$ cat config.mk
export PLATFORM = sky130hd
export DESIGN_NAME = mem_write_arbiter
export DESIGN_NICKNAME = d
export VERILOG_FILES = /design/src/rtl/mem_ctrl_pkg.sv /design/src/rtl/decoder_logN_to_N.sv /design/src/rtl/rr_priority_pick.sv /design/src/rtl/mem_write_arbiter.sv
export SDC_FILE = /design/constraint.sdc
export NUM_CORES = 1
export LEC_CHECK = 0
export ABC_AREA = 1
export BUFFER_PORTS_ARGS = -buffer_cell sky130_fd_sc_hd__buf_2
export CAP_MARGIN = 20
export CORE_MARGIN = 2
export CORE_UTILIZATION = 28
export CTS_CLUSTER_SIZE = 40
export DETAILED_ROUTE_END_ITERATION = 16
export GPL_TIMING_DRIVEN = 0
export PLACE_DENSITY = 0.6
export SLEW_MARGIN = 30
export SYNTH_ARGS = -nofsm -noshare
export SYNTH_HDL_FRONTEND = slang
export SYNTH_HIERARCHICAL = 1
export SYNTH_SLANG_ARGS = --single-unit
$ cat constraint.sdc
create_clock -name clk -period 2.08 [get_ports clk]
set_clock_uncertainty 0.15 [all_clocks]
set_input_delay 0.52 -clock clk [delete_from_list [all_inputs] [get_ports clk]]
set_output_delay 0.52 -clock clk [all_outputs]
set_load 0.005 [all_outputs]
$ cat src/rtl/mem_ctrl_pkg.sv
// Shared helpers for the memory-control blocks: address-width sizing and
// one-hot to binary index conversion.
package mem_ctrl_pkg;

    // Address width needed to index 'depth' words; never less than one bit.
    function automatic int addr_w(input int depth);
        if (depth > 1) begin
            return $clog2(depth);
        end
        return 1;
    endfunction

    // Binary index of the set bit of a one-hot vector (up to 32 bits wide).
    // An all-zero input yields index 0.
    function automatic int unsigned onehot_to_index(input logic [31:0] oh);
        int unsigned idx;
        idx = 0;
        for (int i = 0; i < 32; i++) begin
            if (oh[i]) begin
                idx = idx | 32'(i);
            end
        end
        return idx;
    endfunction

endpackage

$ cat src/rtl/decoder_logN_to_N.sv
// Binary address to one-hot word-enable decoder for an N-word array.
// Addresses at or beyond N decode to all zeros.
module decoder_logN_to_N
    import mem_ctrl_pkg::*;
#(
    parameter  int N  = 8,
    localparam int AW = addr_w(N)
) (
    input  logic [AW-1:0] addr,
    input  logic          en,
    output logic [N-1:0]  dec
);

    // One enable per word, raised only when enabled and the address matches.
    always_comb begin
        dec = '0;
        for (int i = 0; i < N; i++) begin
            dec[i] = en && (addr == AW'(i));
        end
    end

endmodule

$ cat src/rtl/rr_priority_pick.sv
// Combinational round-robin pick: finds the first eligible requester at or
// above ptr, wrapping around, using a doubled request vector so the wrap
// is just a plain find-first over 2*NREQ bits.
module rr_priority_pick
    import mem_ctrl_pkg::*;
#(
    parameter  int NREQ = 4,
    localparam int PW   = $clog2(NREQ)
) (
    input  logic [NREQ-1:0] eligible,
    input  logic [PW-1:0]   ptr,
    output logic [NREQ-1:0] grant_oh,
    output logic [PW-1:0]   grant_idx,
    output logic            valid
);

    logic [2*NREQ-1:0] doubled;
    logic [2*NREQ-1:0] masked;
    logic              found;
    int                first;

    // Mask away positions below ptr in the doubled vector and take the
    // lowest survivor; its position modulo NREQ is the winner.
    always_comb begin
        doubled = {eligible, eligible};
        masked  = '0;
        found   = 1'b0;
        first   = 0;
        for (int i = 0; i < 2*NREQ; i++) begin
            masked[i] = doubled[i] && (i >= int'(ptr));
        end
        for (int i = 0; i < 2*NREQ; i++) begin
            if (!found && masked[i]) begin
                found = 1'b1;
                first = i;
            end
        end
        grant_oh = '0;
        for (int i = 0; i < NREQ; i++) begin
            grant_oh[i] = found && ((first == i) || (first == i + NREQ));
        end
        grant_idx = PW'(onehot_to_index(32'(grant_oh)));
        valid     = found;
    end

endmodule

$ cat src/rtl/mem_write_arbiter.sv
// Round-robin arbiter sharing one memory write port among NREQ requesters.
// The winning request's address, data and acknowledge are registered; the
// registered address drives the word-enable decoder so ack and wr_en are
// coincident one cycle after the request is sampled.
module mem_write_arbiter
    import mem_ctrl_pkg::*;
#(
    parameter  int NREQ  = 4,
    parameter  int DEPTH = 8,
    parameter  int WIDTH = 8,
    localparam int AW    = addr_w(DEPTH),
    localparam int PW    = $clog2(NREQ)
) (
    input  logic               clk,
    input  logic               rst,
    input  logic               hold,
    input  logic [NREQ-1:0]    req,
    input  logic [NREQ*AW-1:0] req_addr,
    input  logic [NREQ*WIDTH-1:0] req_data,
    output logic [NREQ-1:0]    ack,
    output logic [DEPTH-1:0]   wr_en,
    output logic [WIDTH-1:0]   wr_data,
    output logic               addr_err,
    output logic               busy
);

    logic [NREQ-1:0]  eligible;
    logic [NREQ-1:0]  pick_oh;
    logic [PW-1:0]    pick_idx;
    logic             pick_valid;
    logic             grant;
    logic [AW-1:0]    sel_addr;
    logic [WIDTH-1:0] sel_data;
    logic             in_range;

    logic [PW-1:0]    ptr_q,      ptr_d;
    logic [NREQ-1:0]  ack_q,      ack_d;
    logic [WIDTH-1:0] wr_data_q,  wr_data_d;
    logic             addr_err_q, addr_err_d;
    logic [AW-1:0]    dec_addr_q, dec_addr_d;
    logic             dec_en_q,   dec_en_d;

    // A requester whose ack is showing this cycle still has req high, so it
    // is masked out to avoid granting the same write twice.
    assign eligible = req & ~ack_q;
    assign busy     = |eligible;

    rr_priority_pick #(.NREQ(NREQ)) u_pick (
        .eligible  (eligible),
        .ptr       (ptr_q),
        .grant_oh  (pick_oh),
        .grant_idx (pick_idx),
        .valid     (pick_valid)
    );

    // Route the winner's address and data out of the packed request buses.
    always_comb begin
        sel_addr = '0;
        sel_data = '0;
        for (int i = 0; i < NREQ; i++) begin
            if (pick_oh[i]) begin
                sel_addr = req_addr[i*AW +: AW];
                sel_data = req_data[i*WIDTH +: WIDTH];
            end
        end
        in_range = 32'(sel_addr) < 32'(DEPTH);
    end

    // Next-state: a grant loads ack/data/address and advances the pointer
    // past the winner; otherwise strobes clear and data/pointer hold.
    always_comb begin
        grant      = pick_valid && !hold;
        ack_d      = '0;
        addr_err_d = 1'b0;
        dec_en_d   = 1'b0;
        dec_addr_d = dec_addr_q;
        wr_data_d  = wr_data_q;
        ptr_d      = ptr_q;
        if (grant) begin
            ack_d      = pick_oh;
            wr_data_d  = sel_data;
            dec_addr_d = sel_addr;
            dec_en_d   = in_range;
            addr_err_d = !in_range;
            if (32'(pick_idx) == 32'(NREQ - 1)) begin
                ptr_d = '0;
            end else begin
                ptr_d = pick_idx + 1'b1;
            end
        end
    end

    // All arbiter state, cleared asynchronously so outputs drop at once.
    always_ff @(posedge clk or posedge rst) begin
        if (rst) begin
            ptr_q      <= '0;
            ack_q      <= '0;
            wr_data_q  <= '0;
            addr_err_q <= 1'b0;
            dec_addr_q <= '0;
            dec_en_q   <= 1'b0;
        end else begin
            ptr_q      <= ptr_d;
            ack_q      <= ack_d;
            wr_data_q  <= wr_data_d;
            addr_err_q <= addr_err_d;
            dec_addr_q <= dec_addr_d;
            dec_en_q   <= dec_en_d;
        end
    end

    decoder_logN_to_N #(.N(DEPTH)) u_dec (
        .addr (dec_addr_q),
        .en   (dec_en_q),
        .dec  (wr_en)
    );

    assign ack      = ack_q;
    assign wr_data  = wr_data_q;
    assign addr_err = addr_err_q;

endmodule
Word level (Yosys, flattened, before mapping)
Cells that the tools add are included.
Widths: inputs -> output; s select.
{"block": "word_totals", "memories": 0, "wordCells": 93, "rom_bits": 0, "reg_bits": 18, "latch_bits": 0, "ram_bits": 0}
{"block": "op_classes", "n_eq_ne": 15, "n_mux": 29, "bitwise_logic": 2, "div_mod_pow": 0, "n_reduce_logical": 38, "add_sub_neg": 1, "n_mul": 0, "order_cmp": 3, "shifts": 0}
{"cell": "$mux 32", "n": 6}
{"cell": "$eq 32x4->1 const B", "n": 4}
{"cell": "$eq 32x3->1 const B", "n": 2}
{"cell": "$eq 32x2->1 const B", "n": 1}
{"cell": "$logic_not 32->1", "n": 1}
{"cell": "$mux 8", "n": 4}
{"cell": "$logic_and 1x1->1", "n": 23}
{"cell": "$eq 3x3->1 const B", "n": 4}
{"cell": "$mux 3", "n": 4}
{"cell": "$mux 1", "n": 11}
{"cell": "$logic_not 1->1", "n": 8}
{"cell": "$eq 3x2->1 const B", "n": 2}
{"cell": "$mux 2", "n": 3}
{"cell": "$and 4x4->4", "n": 1}
{"cell": "$ge 1x2->1 const A", "n": 2}
{"cell": "$logic_or 1x1->1", "n": 4}
{"cell": "$mux 4", "n": 1}
{"cell": "$not 4->4", "n": 1}
{"cell": "$reduce_or 4->1", "n": 1}
{"cell": "$eq 3x1->1 const B", "n": 1}
{"cell": "$logic_not 3->1", "n": 1}
{"cell": "$add 2x1->2 const B", "n": 1}
{"cell": "$eq 2x2->1 const B", "n": 1}
{"cell": "$ge 2x2->1 const A", "n": 1}

Longest topological paths before layout
{"block": "logic_depth", "ltp_word": 33, "ltp_mapped": 16, "mapped_depth_nobuf": 15}

By module
The synthesis kept the hierarchy.
{"module": "mem_write_arbiter", "area_each_um2": 1174.9, "seq_area_each_um2": 450.4, "instances": 1, "cells_each": 185}
{"module": "rr_priority_pick", "area_each_um2": 145.1, "seq_area_each_um2": 0.0, "instances": 1, "cells_each": 27}
{"module": "decoder_logN_to_N", "area_each_um2": 63.8, "seq_area_each_um2": 0.0, "instances": 1, "cells_each": 17}

Worst setup path before layout
OpenSTA, ideal clock, no wires.
{"block": "synth_path", "path_kind": "input to register", "startpoint": "input port req[2]", "endpoint": "register dec_addr_q[0]", "setup_slack_ps": -57, "arrival_ps": 1870, "path_buffers": 1, "path_stages": 15, "t_required_ps": 1814, "setup_ps": 116, "path_cell_list": "inv_1 or2_2 inv_1 nand2_1 nand2_1 nand2_1 nand2_1 nand2_2 a21oi_1 inv_1 buf_2 nor2_1 nor2_1 nand2_1 nand2_1"}
{"element": "from (decl)", "line": "mem_write_arbiter.sv:17", "rtl": "input logic [NREQ-1:0] req,"}
{"element": "$and 4x4->4 (*)", "line": "mem_write_arbiter.sv:45", "rtl": "assign eligible = req & ~ack_q;"}
{"element": "named net eligible[2]", "line": "mem_write_arbiter.sv:27", "rtl": "logic [NREQ-1:0] eligible;"}
{"element": "$logic_and 1x1->1", "line": "rr_priority_pick.sv:30", "rtl": "masked[i] = doubled[i] && (i >= int'(ptr));"}
{"element": "$logic_and 1x1->1", "line": "rr_priority_pick.sv:33", "rtl": "if (!found && masked[i]) begin"}
{"element": "$mux 1", "line": "rr_priority_pick.sv:33"}
{"element": "$logic_not 1->1", "line": "rr_priority_pick.sv:33"}
{"element": "$logic_and 1x1->1", "line": "rr_priority_pick.sv:33"}
{"element": "$mux 1", "line": "rr_priority_pick.sv:33"}
{"element": "[... 9 more ...]"}
{"element": "$logic_not 1->1", "line": "rr_priority_pick.sv:33"}
{"element": "$logic_and 1x1->1", "line": "rr_priority_pick.sv:33"}
{"element": "$mux 32", "line": "rr_priority_pick.sv:33"}
{"element": "$eq 32x3->1 or $eq 32x4->1 (tied branches)", "line": "rr_priority_pick.sv:40", "rtl": "grant_oh[i] = found && ((first == i) || (first == i + NREQ));"}
{"element": "$logic_or 1x1->1", "line": "rr_priority_pick.sv:40"}
{"element": "$logic_and 1x1->1 (*)", "line": "rr_priority_pick.sv:40"}
{"element": "named net pick_oh[2]", "line": "mem_write_arbiter.sv:28", "rtl": "logic [NREQ-1:0] pick_oh;"}
{"element": "$mux 3 (*) (2 in a row)", "line": "mem_write_arbiter.sv:61", "rtl": "if (pick_oh[i]) begin"}
{"element": "to (signal assigned)", "line": "mem_write_arbiter.sv:107", "rtl": "dec_addr_q <= dec_addr_d;"}
{"element": "to (decl)", "line": "mem_write_arbiter.sv:40", "rtl": "logic [AW-1:0] dec_addr_q, dec_addr_d;"}
Mark *: on every way through the listed nets, which the timed path passes. The rest lies on a longest branch.
A chain may end at the register's enable or synchronous reset.

Worst setup path after layout
{"block": "layout_path", "startpoint": "register ack_q[2] (netlist: ack[2])", "endpoint": "register wr_data_q[2] (netlist: wr_data[2])"}
{"element": "from (decl)", "line": "mem_write_arbiter.sv:37", "rtl": "logic [NREQ-1:0] ack_q, ack_d;"}
{"element": "from (signal assigned)", "line": "mem_write_arbiter.sv:104", "rtl": "ack_q <= ack_d;"}
{"element": "$not 4->4 (*)", "line": "mem_write_arbiter.sv:45"}
{"element": "$and 4x4->4 (*)", "line": "mem_write_arbiter.sv:45"}
{"element": "named net eligible[2]", "line": "mem_write_arbiter.sv:27"}
{"element": "$logic_and 1x1->1", "line": "rr_priority_pick.sv:30"}
{"element": "$logic_and 1x1->1", "line": "rr_priority_pick.sv:33"}
{"element": "$mux 1", "line": "rr_priority_pick.sv:33"}
{"element": "$logic_not 1->1", "line": "rr_priority_pick.sv:33"}
{"element": "$logic_and 1x1->1", "line": "rr_priority_pick.sv:33"}
{"element": "[... 10 more ...]"}
{"element": "$logic_not 1->1", "line": "rr_priority_pick.sv:33"}
{"element": "$logic_and 1x1->1", "line": "rr_priority_pick.sv:33"}
{"element": "$mux 32", "line": "rr_priority_pick.sv:33"}
{"element": "$eq 32x2->1 or $eq 32x4->1 (tied branches)", "line": "rr_priority_pick.sv:40"}
{"element": "$logic_or 1x1->1", "line": "rr_priority_pick.sv:40"}
{"element": "$logic_and 1x1->1 (*)", "line": "rr_priority_pick.sv:40"}
{"element": "named net pick_oh[1]", "line": "mem_write_arbiter.sv:28"}
{"element": "$mux 8 (*) (3 in a row)", "line": "mem_write_arbiter.sv:61"}
{"element": "to (signal assigned)", "line": "mem_write_arbiter.sv:105", "rtl": "wr_data_q <= wr_data_d;"}
{"element": "to (decl)", "line": "mem_write_arbiter.sv:38", "rtl": "logic [WIDTH-1:0] wr_data_q, wr_data_d;"}
Marked as above.

==> out/summary.md <==
The die covers 5520 um2. After detailed routing, the average wire length per cell comes to 10.6 um. The tools report the core box area as 4750 um2. The worst setup path is captured at a register. The internal power contribution is 0.00120 W. Starting DRC count in detailed routing: 38. After detailed routing, the total wire length is 3990 um.

In the layout the commonest cells are 75 x buf_2, 74 x nand2_1, 33 x nor2_1, 22 x inv_1, 18 x dfrtp_1. The run gives 29.1% as the starting density of the core. In this run the most used layer during global routing was met2.

The overall track demand over capacity in global routing was 14.1%; the proportion of layout cells with a drive suffix above 1 was 39.0%. Along the worst path, the maximum fanout reaches 10. The total count of max-transition violations in the final report came out at 0.

In this run the horizontal extent of the chip is 74.3 um. In this run the power spent charging and discharging nets is 0.00100 W. The tools report the sink count of the clock tree as 18.

Clock latency on the worst-skew pair, taken at its later pin, is 0.25 ns. By startpoint and endpoint, the worst setup path is classified as register to register. The number of top-level design ports is 73, and the vertical die dimension is 74.3 um. Data on the critical path is required at its endpoint by 2.07 ns.

The worst register-to-register path has a setup slack of 0.10 ns. In this run, the clock network consumes 10.7% of the power. The met2 usage in global routing was 22.1%. Counting the buffers created by CTS gives 3. Synthesis inferred 18 register bits.

The slew of the pin with the lowest slew margin works out to 0.671 ns. Net switching is 45.5% of the power. Fill cells in the final layout number 531. The total instance count after detailed placement is 367. Startpoint type of the worst setup path: a register.

TritonCTS built the clock tree. The logs give 55.2% for the worst slew margin relative to its limit and 6 for the Yosys warning count. The detailed router placed 1,642 vias in this run. Entering global routing, the biggest net connects 19 pins. The worst supply voltage drop on vdd is 0.430 mV, and the relative contribution of combinational cells to total power is 63.3%. In this run the deepest clock path goes through 2 buffers. The run gives 1,437 as the via count of the first global-routing pass. The run finished with clean final reports.

The synthesized netlist occupies a cell area of 1380 um2. The fraction of the cycle the final worst path needs is 95.0%, and the gate count after technology mapping is 229. The number of nets in the synthesized netlist is 281. The congestion estimate from routability-driven global placement came to 0.809. After synthesis, the netlist uses 22 different library cells.

Once detail routing completed, the nets flagged for antenna violations numbered 0. For this run, the number of standard cells in the final layout without fillers is 375. The run gives 0.506 GHz as the highest clock rate. The shortest period the worst path allows was 1.98 ns. The number of H-tree levels is 1.

The hold violation count in the final report is 0. In this run the mean area of a mapped cell was 6.04 um2. Buffers inserted to repair hold after CTS numbered 0. The worst hold path belongs to the class input pin to async pin. The commonest non-fill, non-tap cell in the layout is buf_2.

The share of total power dissipated in sequential elements is 26.0%. Dividing total power by cell area gives a power density of 1110 nW/um2. The run gives 0.00220 W as the overall power consumption. The number of antenna violations at the first check in global routing is 0. Before antenna repair, the detailed router went through 4 iterations.

0 antenna diodes ended up in the layout. The number of standard-cell rows in the floorplan was 25. The leakage component of the power is 1.18 nW. In this run the critical register-to-register path is launched from ack[2].

After synthesis, flip-flops and latches occupy 32.5% of the total area. From synthesis to final layout, the design area changed by 43.9%. After detailed routing, the number of vias per cell comes to 4.38. Global routing consumed, on the met3 layer, 1.49% of the routing resources. The final layout contains 362 nets. Met1 track demand over resource: 19.3%. Setup violations remaining at the end of the flow were counted as 0.

For the wire length of the first global-routing pass, the log shows 6070 um. The root buffer cell chosen for the clock tree is clkbuf_8. The endpoint identified for the worst register-to-register timing path is wr_data[2].

Once detailed placement completed, the half-perimeter wirelength came to 3170 um. The tools report the number of max-cap violations as 0. In the routed design, unresolved DRC markers number 0. The worst register-to-register path has a depth of 12.

Arrival time at the worst endpoint: 1.97 ns. The quantity of I/O buffers inserted on ports is 71. Global routing finished with a remaining overflow of 0. Clock-pin transition on the worst setup and hold timing paths: 0.06 ns.
[state kept, by name (all words and copies together), names as in the netlist]
signal / cells
wr_data: 8
dec_en_q: 1
ack: 4
ptr_q: 2
dec_addr_q: 3
[cell families after synthesis]
logic type / Yosys count / synth area share [%]
DFF: 18 / 32.5
adders and majority gates: 1 / 0.904
AOI/OAI and AO/OA: 14 / 6.15
buffers and inverters: 44 / 13.6
and+or+nand+nor: 151 / 46.6
other: 1 / 0.271
[worst max-delay path: stages (launching register included)]
cell and delay, ns:
dfrtp_1 0.38, or2_4 0.26, inv_4 0.08, a21oi_4 0.06, nand4_1 0.20, nand2_2 0.11
nor2_4 0.15, inv_2 0.07, buf_6 0.14, nand3_1 0.06, nand2_1 0.06, nand2_1 0.09
nand2_1 0.05
[power groups by stage]
stage	sequential, W	clock (W)	combinational, W
after floorplan	0.000577	0	0.000824
after global placement	0.000578	0	0.00117
after detailed placement	0.000579	0	0.00117
after CTS	0.000572	0.000243	0.00120
after global routing	0.000593	0.000260	0.00159
final	0.000573	0.000235	0.00139
[through the flow]
step	hold WS (ns)	setup slack (ns)	setup TNS (ns)	instance area, um2	util, %
after floorplan	0.309	0.0359	0	1390	-
after global placement	0.380	-0.271	-2.75	1830	38.4
after detailed placement	0.382	-0.262	-2.64	1830	38.4
after CTS	0.236	0.00225	0	1880	39.4
after global routing	0.267	-0.00785	-0.0184	1990	41.9
final	0.213	0.103	0	1990	41.9
[cells in the mapped netlist, drive strengths merged]
library cell	n	area (um2)
buf	11	63.8
and3	1	6.26
nand2	81	312
nand4	14	87.6
nor2	38	145
conb	1	3.75
and2	1	6.26
inv	30	113
clkinv	3	11.3
or2	2	12.5
nand3	14	75.1
ha	1	12.5
dfrtp	18	450
a21oi	14	85.1
[routing by layer]
layer  share of wire (%)  vias to the layer above
met5                   0                        -
met4                 3.1                        0
met3                 5.9                       12
met2                  46                       59
met1                  45                      710
li1                    -                      861
[worst max-delay path by stage]
stage           start       endpoint  cells after the start
2_1_floorplan  req[3]  dec_addr_q[0]                     15
3_3_place_gp   req[3]  dec_addr_q[1]                     16
3_5_place_dp   req[3]  dec_addr_q[1]                     16
4_1_cts        ack[2]     wr_data[2]                     14
5_1_grt        ack[2]  dec_addr_q[0]                     12
6_report       ack[2]     wr_data[2]                     12
[repair_timing]
action	4_1_cts	5_1_grt
resized for setup	1	33
setup buffers	1	4
endpoints found under the setup margin	7	11
pin swaps	0	8
[area by class of cell]
class                           count  area (um2)  area share (%)
Sequential cell                    18         450            22.6
Tap cell                           67        83.8            4.21
Clock buffer                        3        41.3            2.07
Inverter                           33         126            6.35
Timing Repair Buffer               76         393            19.7
Buffer                             11        87.6            4.40
Multi-Input combinational cell    167         808            40.6
Note: power is estimated with default switching activity, not from simulation.
